==> src/rtl/rs_dec_seq_ctrl_if.sv <==
// Handshake bundle between the syndrome unit, the RS back-end stage engines
// and the decoder sequencer.
interface rs_dec_seq_ctrl_if #(
    parameter int ERR_W = 3
);
    logic             din_sop;
    logic             din_eop;
    logic             syndrome_ok;
    logic             syndrome_zero;
    logic             euclid_ok;
    logic [ERR_W-1:0] error_num;
    logic             chien_ok;
    logic [ERR_W-1:0] chien_root_cnt;
    logic             forney_ok;
    logic             euclid_start;
    logic             chien_start;
    logic             forney_start;
    logic             dec_done;
    logic             dec_fail;
    logic             busy;
    logic             frame_overflow;

    modport master (
        output din_sop, din_eop, syndrome_ok, syndrome_zero, euclid_ok, error_num,
               chien_ok, chien_root_cnt, forney_ok,
        input  euclid_start, chien_start, forney_start, dec_done, dec_fail, busy,
               frame_overflow
    );

    modport slave (
        input  din_sop, din_eop, syndrome_ok, syndrome_zero, euclid_ok, error_num,
               chien_ok, chien_root_cnt, forney_ok,
        output euclid_start, chien_start, forney_start, dec_done, dec_fail, busy,
               frame_overflow
    );
endinterface

==> src/rtl/rs_dec_seq_ctrl.sv <==
// RS decoder back-end sequencer: queues syndrome-complete frames and steps each through
// key-equation -> Chien -> Forney. Optional per-stage watchdog: define RS_DEC_WDOG_EN.
module rs_dec_seq_ctrl #(
    parameter int T        = 2,
    parameter int ERR_W    = 3,
    parameter int DEPTH    = 4,
    parameter int WDOG_CYC = 1023
) (
    input logic              clk,
    input logic              rst_n,
    rs_dec_seq_ctrl_if.slave bus
);
    localparam int               AW    = $clog2(DEPTH);
    localparam logic [AW:0]      FULL  = (AW+1)'(DEPTH);
    localparam logic [ERR_W-1:0] T_LIM = ERR_W'(T);

    typedef enum logic [2:0] {IDLE, EUC, CHN, FRN, RET} state_t;

    state_t           state;
    logic [DEPTH-1:0] q_mem;
    logic [AW-1:0]    wr_ptr;
    logic [AW-1:0]    rd_ptr;
    logic [AW:0]      count;
    logic [ERR_W-1:0] err_q;
    logic             in_frame;
    logic             bypass;
    logic             euc_start;
    logic             chn_start;
    logic             frn_start;
    logic             done;
    logic             fail;
    logic             busy_r;
    logic             ovf;

    logic full;
    logic empty;
    logic pop;
    logic push;
    logic head;
    logic euc_ok;
    logic chn_ok;
    logic frn_ok;
    logic err_bad;
    logic wd_exp;

    assign full    = (count == FULL);
    assign empty   = (count == '0);
    assign pop     = (state == IDLE) && !empty;
    // A full queue still accepts a push when the head leaves in the same cycle
    assign push    = bus.syndrome_ok && (!full || pop);
    assign head    = q_mem[rd_ptr];
    // The start cycle of each stage never samples its own done strobe
    assign euc_ok  = bus.euclid_ok && !euc_start;
    assign chn_ok  = bus.chien_ok && !chn_start;
    assign frn_ok  = bus.forney_ok && !frn_start;
    assign err_bad = (bus.error_num > T_LIM) || (bus.error_num == '0);

`ifdef RS_DEC_WDOG_EN
    localparam int WD_W = $clog2(WDOG_CYC + 1);
    logic [WD_W-1:0] wdog;
    logic            any_start;

    assign any_start = euc_start || chn_start || frn_start;
    // The start cycle counts as cycle 1 of the stage
    assign wd_exp    = any_start ? (WDOG_CYC == 1) : (wdog == WD_W'(WDOG_CYC));

    always_ff @(posedge clk or negedge rst_n) begin
        if (!rst_n) begin
            wdog <= '0;
        end else if (any_start) begin
            wdog <= WD_W'(2);
        end else if (state == EUC || state == CHN || state == FRN) begin
            wdog <= wdog + WD_W'(1);
        end
    end
`else
    logic wdog_unused;
    assign wdog_unused = (WDOG_CYC != 0);
    assign wd_exp      = 1'b0;
`endif

    always_ff @(posedge clk) begin
        if (push) q_mem[wr_ptr] <= bus.syndrome_zero;
        if (state == EUC && euc_ok) err_q <= bus.error_num;
    end

    always_ff @(posedge clk or negedge rst_n) begin
        if (!rst_n) begin
            state     <= IDLE;
            wr_ptr    <= '0;
            rd_ptr    <= '0;
            count     <= '0;
            in_frame  <= 1'b0;
            bypass    <= 1'b0;
            euc_start <= 1'b0;
            chn_start <= 1'b0;
            frn_start <= 1'b0;
            done      <= 1'b0;
            fail      <= 1'b0;
            busy_r    <= 1'b0;
            ovf       <= 1'b0;
        end else begin
            euc_start <= 1'b0;
            chn_start <= 1'b0;
            frn_start <= 1'b0;
            done      <= 1'b0;
            fail      <= 1'b0;
            busy_r    <= in_frame || !empty || (state != IDLE);

            if (bus.din_eop) in_frame <= 1'b0;
            else if (bus.din_sop) in_frame <= 1'b1;

            if (push) wr_ptr <= wr_ptr + AW'(1);
            if (pop) rd_ptr <= rd_ptr + AW'(1);
            count <= count + (AW+1)'(push) - (AW+1)'(pop);
            if (bus.syndrome_ok && full && !pop) ovf <= 1'b1;

            case (state)
                IDLE: begin
                    if (pop) begin
                        if (head) begin
                            state  <= RET;
                            bypass <= 1'b1;
                        end else begin
                            state     <= EUC;
                            euc_start <= 1'b1;
                        end
                    end
                end
                EUC: begin
                    if (euc_ok) begin
                        if (err_bad) begin
                            state <= RET;
                            done  <= 1'b1;
                            fail  <= 1'b1;
                        end else begin
                            state     <= CHN;
                            chn_start <= 1'b1;
                        end
                    end else if (wd_exp) begin
                        state <= RET;
                        done  <= 1'b1;
                        fail  <= 1'b1;
                    end
                end
                CHN: begin
                    if (chn_ok) begin
                        if (bus.chien_root_cnt != err_q) begin
                            state <= RET;
                            done  <= 1'b1;
                            fail  <= 1'b1;
                        end else begin
                            state     <= FRN;
                            frn_start <= 1'b1;
                        end
                    end else if (wd_exp) begin
                        state <= RET;
                        done  <= 1'b1;
                        fail  <= 1'b1;
                    end
                end
                FRN: begin
                    if (frn_ok) begin
                        state <= RET;
                        done  <= 1'b1;
                    end else if (wd_exp) begin
                        state <= RET;
                        done  <= 1'b1;
                        fail  <= 1'b1;
                    end
                end
                RET: begin
                    // Stage verdicts were flagged on entry; a bypass frame retires here instead
                    state  <= IDLE;
                    done   <= bypass;
                    bypass <= 1'b0;
                end
                default: state <= IDLE;
            endcase
        end
    end

    assign bus.euclid_start   = euc_start;
    assign bus.chien_start    = chn_start;
    assign bus.forney_start   = frn_start;
    assign bus.dec_done       = done;
    assign bus.dec_fail       = fail;
    assign bus.busy           = busy_r;
    assign bus.frame_overflow = ovf;
endmodule

==> src/flat_wrapper.sv <==
// flat-port wrapper written by rule: the top's interface ports become plain ports
module rs_dec_seq_ctrl_flat 
#(
    parameter int T        = 2,
    parameter int ERR_W    = 3,
    parameter int DEPTH    = 4,
    parameter int WDOG_CYC = 1023
)
  (clk, rst_n, bus_din_sop, bus_din_eop, bus_syndrome_ok, bus_syndrome_zero, bus_euclid_ok, bus_error_num, bus_chien_ok, bus_chien_root_cnt, bus_forney_ok, bus_euclid_start, bus_chien_start, bus_forney_start, bus_dec_done, bus_dec_fail, bus_busy, bus_frame_overflow);
  rs_dec_seq_ctrl_if #(.ERR_W(ERR_W)) bus_i ();
  input logic clk;
  input logic rst_n;
  input wire logic [$bits(bus_i.din_sop)-1:0] bus_din_sop;
  input wire logic [$bits(bus_i.din_eop)-1:0] bus_din_eop;
  input wire logic [$bits(bus_i.syndrome_ok)-1:0] bus_syndrome_ok;
  input wire logic [$bits(bus_i.syndrome_zero)-1:0] bus_syndrome_zero;
  input wire logic [$bits(bus_i.euclid_ok)-1:0] bus_euclid_ok;
  input wire logic [$bits(bus_i.error_num)-1:0] bus_error_num;
  input wire logic [$bits(bus_i.chien_ok)-1:0] bus_chien_ok;
  input wire logic [$bits(bus_i.chien_root_cnt)-1:0] bus_chien_root_cnt;
  input wire logic [$bits(bus_i.forney_ok)-1:0] bus_forney_ok;
  output wire logic [$bits(bus_i.euclid_start)-1:0] bus_euclid_start;
  output wire logic [$bits(bus_i.chien_start)-1:0] bus_chien_start;
  output wire logic [$bits(bus_i.forney_start)-1:0] bus_forney_start;
  output wire logic [$bits(bus_i.dec_done)-1:0] bus_dec_done;
  output wire logic [$bits(bus_i.dec_fail)-1:0] bus_dec_fail;
  output wire logic [$bits(bus_i.busy)-1:0] bus_busy;
  output wire logic [$bits(bus_i.frame_overflow)-1:0] bus_frame_overflow;
  assign bus_i.din_sop = bus_din_sop;
  assign bus_i.din_eop = bus_din_eop;
  assign bus_i.syndrome_ok = bus_syndrome_ok;
  assign bus_i.syndrome_zero = bus_syndrome_zero;
  assign bus_i.euclid_ok = bus_euclid_ok;
  assign bus_i.error_num = bus_error_num;
  assign bus_i.chien_ok = bus_chien_ok;
  assign bus_i.chien_root_cnt = bus_chien_root_cnt;
  assign bus_i.forney_ok = bus_forney_ok;
  assign bus_euclid_start = bus_i.euclid_start;
  assign bus_chien_start = bus_i.chien_start;
  assign bus_forney_start = bus_i.forney_start;
  assign bus_dec_done = bus_i.dec_done;
  assign bus_dec_fail = bus_i.dec_fail;
  assign bus_busy = bus_i.busy;
  assign bus_frame_overflow = bus_i.frame_overflow;
  rs_dec_seq_ctrl #(.T(T), .ERR_W(ERR_W), .DEPTH(DEPTH), .WDOG_CYC(WDOG_CYC)) u_core (.clk(clk), .rst_n(rst_n), .bus(bus_i));
endmodule
==> config.mk <==
export PLATFORM = sky130hd
export DESIGN_NAME = rs_dec_seq_ctrl_flat
export DESIGN_NICKNAME = d
export VERILOG_FILES = /design/src/rtl/rs_dec_seq_ctrl_if.sv /design/src/rtl/rs_dec_seq_ctrl.sv /design/src/flat_wrapper.sv
export SDC_FILE = /design/constraint.sdc
export NUM_CORES = 1
export LEC_CHECK = 0
export BUFFER_PORTS_ARGS = -buffer_cell sky130_fd_sc_hd__buf_2
export CAP_MARGIN = 25
export CORE_MARGIN = 5
export CORE_UTILIZATION = 48
export DETAILED_ROUTE_END_ITERATION = 10
export PLACE_DENSITY = 0.76
export REMOVE_ABC_BUFFERS = 1
export SLEW_MARGIN = 10
export SYNTH_ARGS = -nofsm -noshare
export SYNTH_HDL_FRONTEND = slang
export SYNTH_SLANG_ARGS = --single-unit
==> constraint.sdc <==
create_clock -name clk -period 2.2 [get_ports clk]
set_input_delay 0.55 -clock clk [delete_from_list [all_inputs] [get_ports clk]]
set_output_delay 0.55 -clock clk [all_outputs]
set_load 0.05 [all_outputs]
After elaboration in Yosys (flattened, before gate mapping)
Cells that the tools add are included.

cells by class
  equality and inequality tests = 11
  reduce and logical (&&, ||, !) cells = 27
  multiplexer cells = 34
  magnitude comparators = 4
  add/subtract/negate cells = 4

operator list
  operator                                                        count
  two-way mux 3 bit                                               7
  two-way mux 1 bit                                               20
  case mux 3 bit (4 select lines)                                 1
  inequality test 2 x 1 -> 1 bit (second input constant)          5
  logical AND 1 bit                                               9
  logical NOT 3 bit                                               3
  equality test 3 x 2 -> 1 bit (second input constant)            2
  equality test 3 bit (second input constant)                     2
  logical NOT 1 bit                                               6
  < comparator 2 x 3 -> 1 bit (second input constant)             2
  adder 2 x 1 -> 2 bit (second input constant)                    2
  bitwise mux 4 bit                                               1
  logical OR 1 bit                                                4
  case mux 1 bit (2 select lines)                                 2
  case mux 1 bit (4 select lines)                                 1
  AND reduction 4 bit                                             1
  nonzero test 2 bit                                              2
  adder 3 x 1 -> 3 bit                                            1
  equality test 3 x 1 -> 1 bit (second input constant)            1
  greater-than comparator 3 x 2 -> 1 bit (second input constant)  1
  inequality test 3 bit                                           1
  AND reduction 3 bit                                             1
  nonzero test 3 bit                                              1
  subtractor 3 x 1 -> 3 bit                                       1
  other kinds (3)                                                 3

storage, ports and cells
  input port bits = 15
  register bits = 26
  logic and storage cells = 95
  output and inout bits = 7

Depth between registers and ports, before layout
Gate-level depths: netlist of the first run.

  depth in word-level cells = 7
  depth in mapped cells = 9
  depth with buffers taken out = 7

Worst setup path after synthesis of the first run
No wires, ideal clock.

  path type = register -> register
  from = register u_core.state[1]
  to = register u_core.count[2]
  arrival = 2028 ps
  library setup time = 123 ps
  required time = 2077 ps
  buffers on the path = 2
  stages on the path, launching flop included = 8
  setup slack = 49 ps
  cells stage by stage = dfrtp_1 buf_6 or3_1 buf_6 or3_4 fa_1 xnor2_1 xnor2_1

between the ends
  longest elaborated chain between the ends = 6

RTL lines
  what                         line                    source
  start, declared              rs_dec_seq_ctrl.sv:19   state_t state;
  start signal, assigned       rs_dec_seq_ctrl.sv:89   state <= IDLE;
  start signal, assigned       rs_dec_seq_ctrl.sv:122  state <= RET;
  start signal, assigned       rs_dec_seq_ctrl.sv:125  state <= EUC;
  logical NOT 3 bit *          rs_dec_seq_ctrl.sv:48   assign pop = (state == IDLE) && !empty;
  logical AND 1 bit *          rs_dec_seq_ctrl.sv:48
  logical OR 1 bit             rs_dec_seq_ctrl.sv:50   assign push = bus.syndrome_ok && (!full || pop);
  logical AND 1 bit            rs_dec_seq_ctrl.sv:50
  adder 3 x 1 -> 3 bit         rs_dec_seq_ctrl.sv:115  count <= count + (AW+1)'(push) - (AW+1)'(pop);
  subtractor 3 x 1 -> 3 bit *  rs_dec_seq_ctrl.sv:115
  end signal, assigned         rs_dec_seq_ctrl.sv:115
  end, declared                rs_dec_seq_ctrl.sv:23   logic [AW:0] count;

Every way passes the cells marked *; elsewhere a longest branch is shown, timed or not.
A chain may end at the register's enable or synchronous reset.

Worst setup path in the final report of the first run
  from = register u_core.state[0]
  to = register u_core.count[2]

The elaborated chain is that of the path after synthesis.

==> metrics.txt, run 1 <==
status finished, final reports clean; Max clock buf depth 2; Power Density roughly 1400 nW/um^2; Placer Congestion 0.7697; area grow syn2layout 17.27%; Starting DRT DRC Count 14; setup tns final 0 ns; worst reg2reg path depth 5; die height between 60 and 70 um; drt total wl ~2.1 mm; Final period util ~93%; final hold viol count 0; HPWL Detailed approximately 1.8 mm; core area 2477 sq um; initial antenna violation count 0; Vias/cell 5.283; Root Buffer clkbuf_4; Async SR Flop Fraction between 70% and 80%; Max Cap Viol 0; post-synthesis cell type count 35; Synth Register Bits 26; H-tree depth 1; register area share after synthesis 55.02%; M2 GR Usage 25.19%; Setup-failing EPs final 0; number of synthesized flops with an enable pin 7; dpl cells about 160; Post-DRT Antenna Nets 0; CTS tree built; Critical Path Sink Type flop; gr busiest metal met2; Max Clk Rate 486.6 MHz; crit path max fanout 6; synthesized cell area 1246 sq um; post-CTS setup buffer count 0; die width ~61 um; area leader, netlist dfrtp_1; # DRC 0; layout cell share with drive strength beyond 1 approximately 29%; Pre-Repair DR Iteration Count 4; GRT Residual Overflow 0; met1 usage 15.29%; CTS resizes 0; number of global-route vias before repair ~850; Die ar. roughly 3700 sq um; Tightest Pin Transition approximately 0.42 ns; FP Rows 18; Max Slew Vio Count 0; Port Buffers 21; met3 Usage GRT under 10%; hold buffers post-CTS 0; Layout Nets 151; post-synthesis cell count between 100 and 150; Startpoint Class flop; Ys Warns 0; max_slew headroom 72.22%; FF-to-FF End u_core.count[2]; final routed wire length divided by cell count around 13 um; gr usage total 13.51%; I/O pins 22; HP Class input pin to asynchronous set/reset pin; total CTS buffers 3; Initial Util 50.30%; worst setup path class flop to flop; Worst R2R Start u_core.state[0]; ant diodes 0; largest net degree at the start of global routing 20; global-route wire length before repair between 3 and 4 mm; WP data required about 2.5 ns; Peak VDD IR slightly above 0.0009 V; minimum clock period between 2 and 2.5 ns; share of the synthesized area in the top cell type around two fifths; synthesized area per cell 12.34 sq um; RSZ-0062 raised after global routing no; Primary FF master, synth dfrtp_1; CTS Sinks 26; Clock transition at path regs between 0.1 and 0.15 ns; clk_lat worst skew between 0.3 and 0.4 ns; Fin Clk Skew roughly 0.0055 ns; R2R setup slack around 0.14 ns; top post-synthesis cells by area dfrtp_1 38%, edfxtp_1 17%, xnor2_1 5.6%, ha_1 5.0%, nor2_1 2.4%; Finished Layout Cells approximately 160; Critical Path AT around 2.3 ns; Leak roughly 0.66 nW; routed via count 840
[how the worst max path moves through the flow]
| stage | cells after the start | start | to |
|---|---|---|---|
| detailed placement | 5 | u_core.state[0] | u_core.count[2] |
| CTS | 5 | u_core.state[0] | u_core.count[2] |
| global route | 5 | u_core.state[0] | u_core.count[2] |
| floorplan | 5 | u_core.state[1] | u_core.count[2] |
| finish | 5 | u_core.state[0] | u_core.count[2] |
| global placement | 5 | u_core.state[0] | u_core.count[2] |
[layout make-up]
cell class	instances	area [sq um]
tap	30	37.54
multi-input combinational	67	520.5
inverter	6	22.52
fill	208	1016
sequential	26	685.7
clock inverter	1	30.03
clock buffer	3	22.52
timing repair buffer	26	142.6
[routing by layer]
metal	wire length [um]	share of wire (%)
met5	0	0
met4	19	0.89
met3	111	5.2
met2	1170	55
met1	836	39
[flip-flops by register name, indices dropped and copies added (netlist names)]
name	cells
u_core.bus.busy	1
u_core.q_mem	4
u_core.count	3
u_core.bypass	1
u_core.bus.forney_start	1
u_core.err_q	3
u_core.bus.chien_start	1
u_core.state	3
u_core.rd_ptr	2
u_core.bus.frame_overflow	1
u_core.bus.dec_done	1
u_core.wr_ptr	2
u_core.in_frame	1
u_core.bus.euclid_start	1
u_core.bus.dec_fail	1
[Yosys cell counts (3+ instances only)]
master	instances
nor2_1	8
and2_1	4
inv_1	6
xnor2_1	8
nand2b_1	3
nand2_1	5
edfxtp_1	7
nor3_1	4
dfrtp_1	19
ha_1	5
[placed cells by master, fill, tap and decap left out, drive strengths merged, types with 2 or more instances in the layout]
cell and instances:
a21oi 2, a31oi 3, and2 4, and3 2
buf 26, clkbuf 3, dfrtp 19, edfxtp 7
ha 5, inv 6, nand2 5, nand2b 4
nand4b 2, nor2 8, nor2b 2, nor3 4
nor3b 2, o21ai 2, o22ai 2, or3 2
xnor2 8
[stage by stage]
| step | hold slack, ns | cell area [sq um] | util (%) | power (mW) | setup WS (ns) |
|---|---|---|---|---|---|
| after floorplan | 0.2544 | 1224 | - | 1.414 | 0.06957 |
| after global placement | 0.4470 | 1404 | 56.67 | 1.613 | 0.1607 |
| after detailed placement | 0.4540 | 1404 | 56.67 | 1.676 | 0.09139 |
| after CTS | 0.1353 | 1456 | 58.79 | 2.006 | 0.06356 |
| after global routing | 0.1503 | 1461 | 58.99 | 2.142 | 0.06351 |
| final | 0.1324 | 1461 | 58.99 | 1.989 | 0.1448 |
[logic make-up after synthesis]
family | after synthesis | synth area share, %
buf+inv | 8 | 3.614
simple gates | 39 | 18.37
compound gates | 12 | 8.232
flops | 26 | 55.02
mux | 1 | 1.807
xor+xnor | 9 | 6.326
fa+ha+maj | 6 | 6.627
[power breakdown]
part	switching (mW)	internal (mW)
combinational	0.509	0.393
clock	0.141	0.184
sequential	0.102	0.659
[critical path, cell delays in order, from the launching register on]
cell and delay [ns]:
dfrtp_1 0.40, or3_4 0.42, or3_4 0.39, fa_1 0.44, xnor2_1 0.18, xnor2_1 0.15
Power figures use the tool's default switching activity.
==> run 2, diff against run 1 <==
ABC_AREA = 1   (was default)
CORE_UTILIZATION = 49   (was 48)
PLACE_DENSITY = 0.77   (was 0.76)
==> metrics.txt, run 2 <==
met1 wire length around 1.0 mm; Fin Clk Skew roughly 0.0085 ns; # DRC 0; total CTS buffers 3; core area between 2000 and 3000 sq um; die height between 60 and 70 um; I/O pins 22; Pre-Repair DR Iteration Count 4; register area share after synthesis between 50% and 60%; Leak just over 0.8 nW; Primary FF master, synth dfrtp_1; worst setup path class flop to flop; Setup-failing EPs final 0; number of global-route vias before repair 965; top sig layer met4; setup tns final 0 ns; post-synthesis cell type count 27; Max Cap Viol 0; final hold viol count 0; area leader, netlist dfrtp_1; final routed wire length divided by cell count ~11 um; synth cell count leaders 34 x nand2_1, 24 x inv_1, 19 x dfrtp_1, 17 x nor2_1, 9 x nand3_1; WL met3 around 120 um; routed via count ~980; Startpoint Class flop; Hold Slack about 0.14 ns; die width slightly above 60 um; top post-synthesis cells by area dfrtp_1 36%, edfxtp_1 16%, nand2_1 9.6%, inv_1 6.8%, nor2_1 4.8%; area grow syn2layout 17.22%; Async SR Flop Fraction between 70% and 80%; ant diodes 0; drt total wl around 2.4 mm; Initial Util between 50 and 60%; global-route wire length before repair just over 4 mm; max_slew headroom 72.50%; Ys Warns 0; HPWL Detailed 1.869 mm; synthesized area per cell approximately 9 sq um; Biggest register u_core.q_mem; pre-CTS setup slack 0.04338 ns; Starting DRT DRC Count 40; CTS Sinks 26; Vias/cell about 4.7; Critical Path Sink Type flop; status finished, final reports clean; Max clock buf depth 2; CTS tree built; Final period util roughly nine tenths; max reg flops 4; most frequent cells in the layout 34 x nand2_1, 23 x inv_1, 21 x buf_2, 17 x nor2_1, 15 x dfrtp_1; RSZ-0062 raised after global routing no; synthesized cell area 1330 sq um; Root Buffer clkbuf_4; minimum clock period between 1.5 and 2 ns; post-synthesis cell count 148; HP Class input pin to asynchronous set/reset pin; GRT Residual Overflow 0; Finished Layout Cells around 210; crit path max fanout 7; FP Rows 18; Setup WS post-layout a little over 0.2 ns; Post-DRT Antenna Nets 0; Tightest Pin Transition 0.4125 ns; share of the synthesized area in the top cell type a little over a third; gr usage total 12.72%; WP data required between 2 and 2.5 ns; Power Density about 1300 nW/um^2; Placer Congestion between 0.8 and 0.9; Max Clk Rate around 500 MHz; layout cell share with drive strength beyond 1 a little under a third; Peak VDD IR ~0.00079 V; Synth Register Bits 26; most common cell after layout, fill and taps aside nand2_1; H-tree depth 1; number of synthesized flops with an enable pin 7; Max Slew Vio Count 0; routed wl met2 about 1.2 mm; initial antenna violation count 0; Clock transition at path regs around 0.13 ns; Die ar. about 3900 sq um; largest net degree at the start of global routing 20; clk_lat worst skew 0.31 ns; Port Buffers 21; dpl cells 200; Critical Path AT 2.23 ns; most common cell in the netlist nand2_1; Layout Nets roughly 200; hold buffers post-CTS 0
## run 2: report_power, final
part           internal [mW]  leakage [nW]  switching, mW
Combinational          0.388         0.507          0.589
Clock                 0.0708        0.0150          0.132
Sequential             0.666         0.292          0.140
## run 2: final cells by class
type                    count  area, sq um
fillers                   222        985.9
flip-flops and latches     26        690.7
repair buffers             25        135.1
inverters                  27        106.4
clock buffers               4        26.28
multi-input cells          95        563.0
well taps                  30        37.54
## run 2: repair_timing
action / CTS / global route
setup endpoints to repair: 0 / 1
buffers inserted: 0 / 3
resized for setup: 0 / 10
## run 2: worst max-delay path: stages, from the launching register on
cell	delay [ns]
dfrtp_2	0.48
nor3_4	0.34
o21ai_0	0.15
ha_1	0.24
fa_2	0.38
xnor2_2	0.17
xor2_1	0.17
## run 2: logic make-up after synthesis
logic type,count (synthesis),share of synthesized area (%)
compound gates,7,3.198
xor+xnor,5,3.293
fa+ha+maj,6,6.209
buf+inv,27,7.997
flops,26,51.55
simple gates,77,27.75
## run 2: per-stage QoR
stage | area [sq um] | utilization, % | power [mW]
floorplan | 1330 | - | 1.466
global placement | 1480 | 58.16 | 1.645
detailed placement | 1480 | 58.16 | 1.674
CTS | 1506 | 59.19 | 1.879
global route | 1559 | 61.26 | 2.177
finish | 1559 | 61.26 | 1.985
## run 2: final timing paths
| kind | end | cells after the start | slack [ns] | from |
|---|---|---|---|---|
| max | u_core.count[2] | 6 | 0.20 | u_core.state[2] |
| min | u_core.bus.dec_fail | 1 | 0.14 | rst_n |
| max reg2reg | u_core.count[2] | 6 | 0.20 | u_core.state[2] |
| min reg2reg | u_core.bus.busy | 1 | 0.48 | u_core.in_frame |
| max in group asynchronous | u_core.state[2] | 1 | 1.74 | rst_n |
| min in group clk | u_core.in_frame | 2 | 0.37 | bus_din_eop |
## run 2: routing by layer
metal	GRT usage, %	vias to the layer above
li1	-	513
met1	15.37	437
met2	22.28	22
met3	2.698	4
met4	4.065	0
met5	0	-
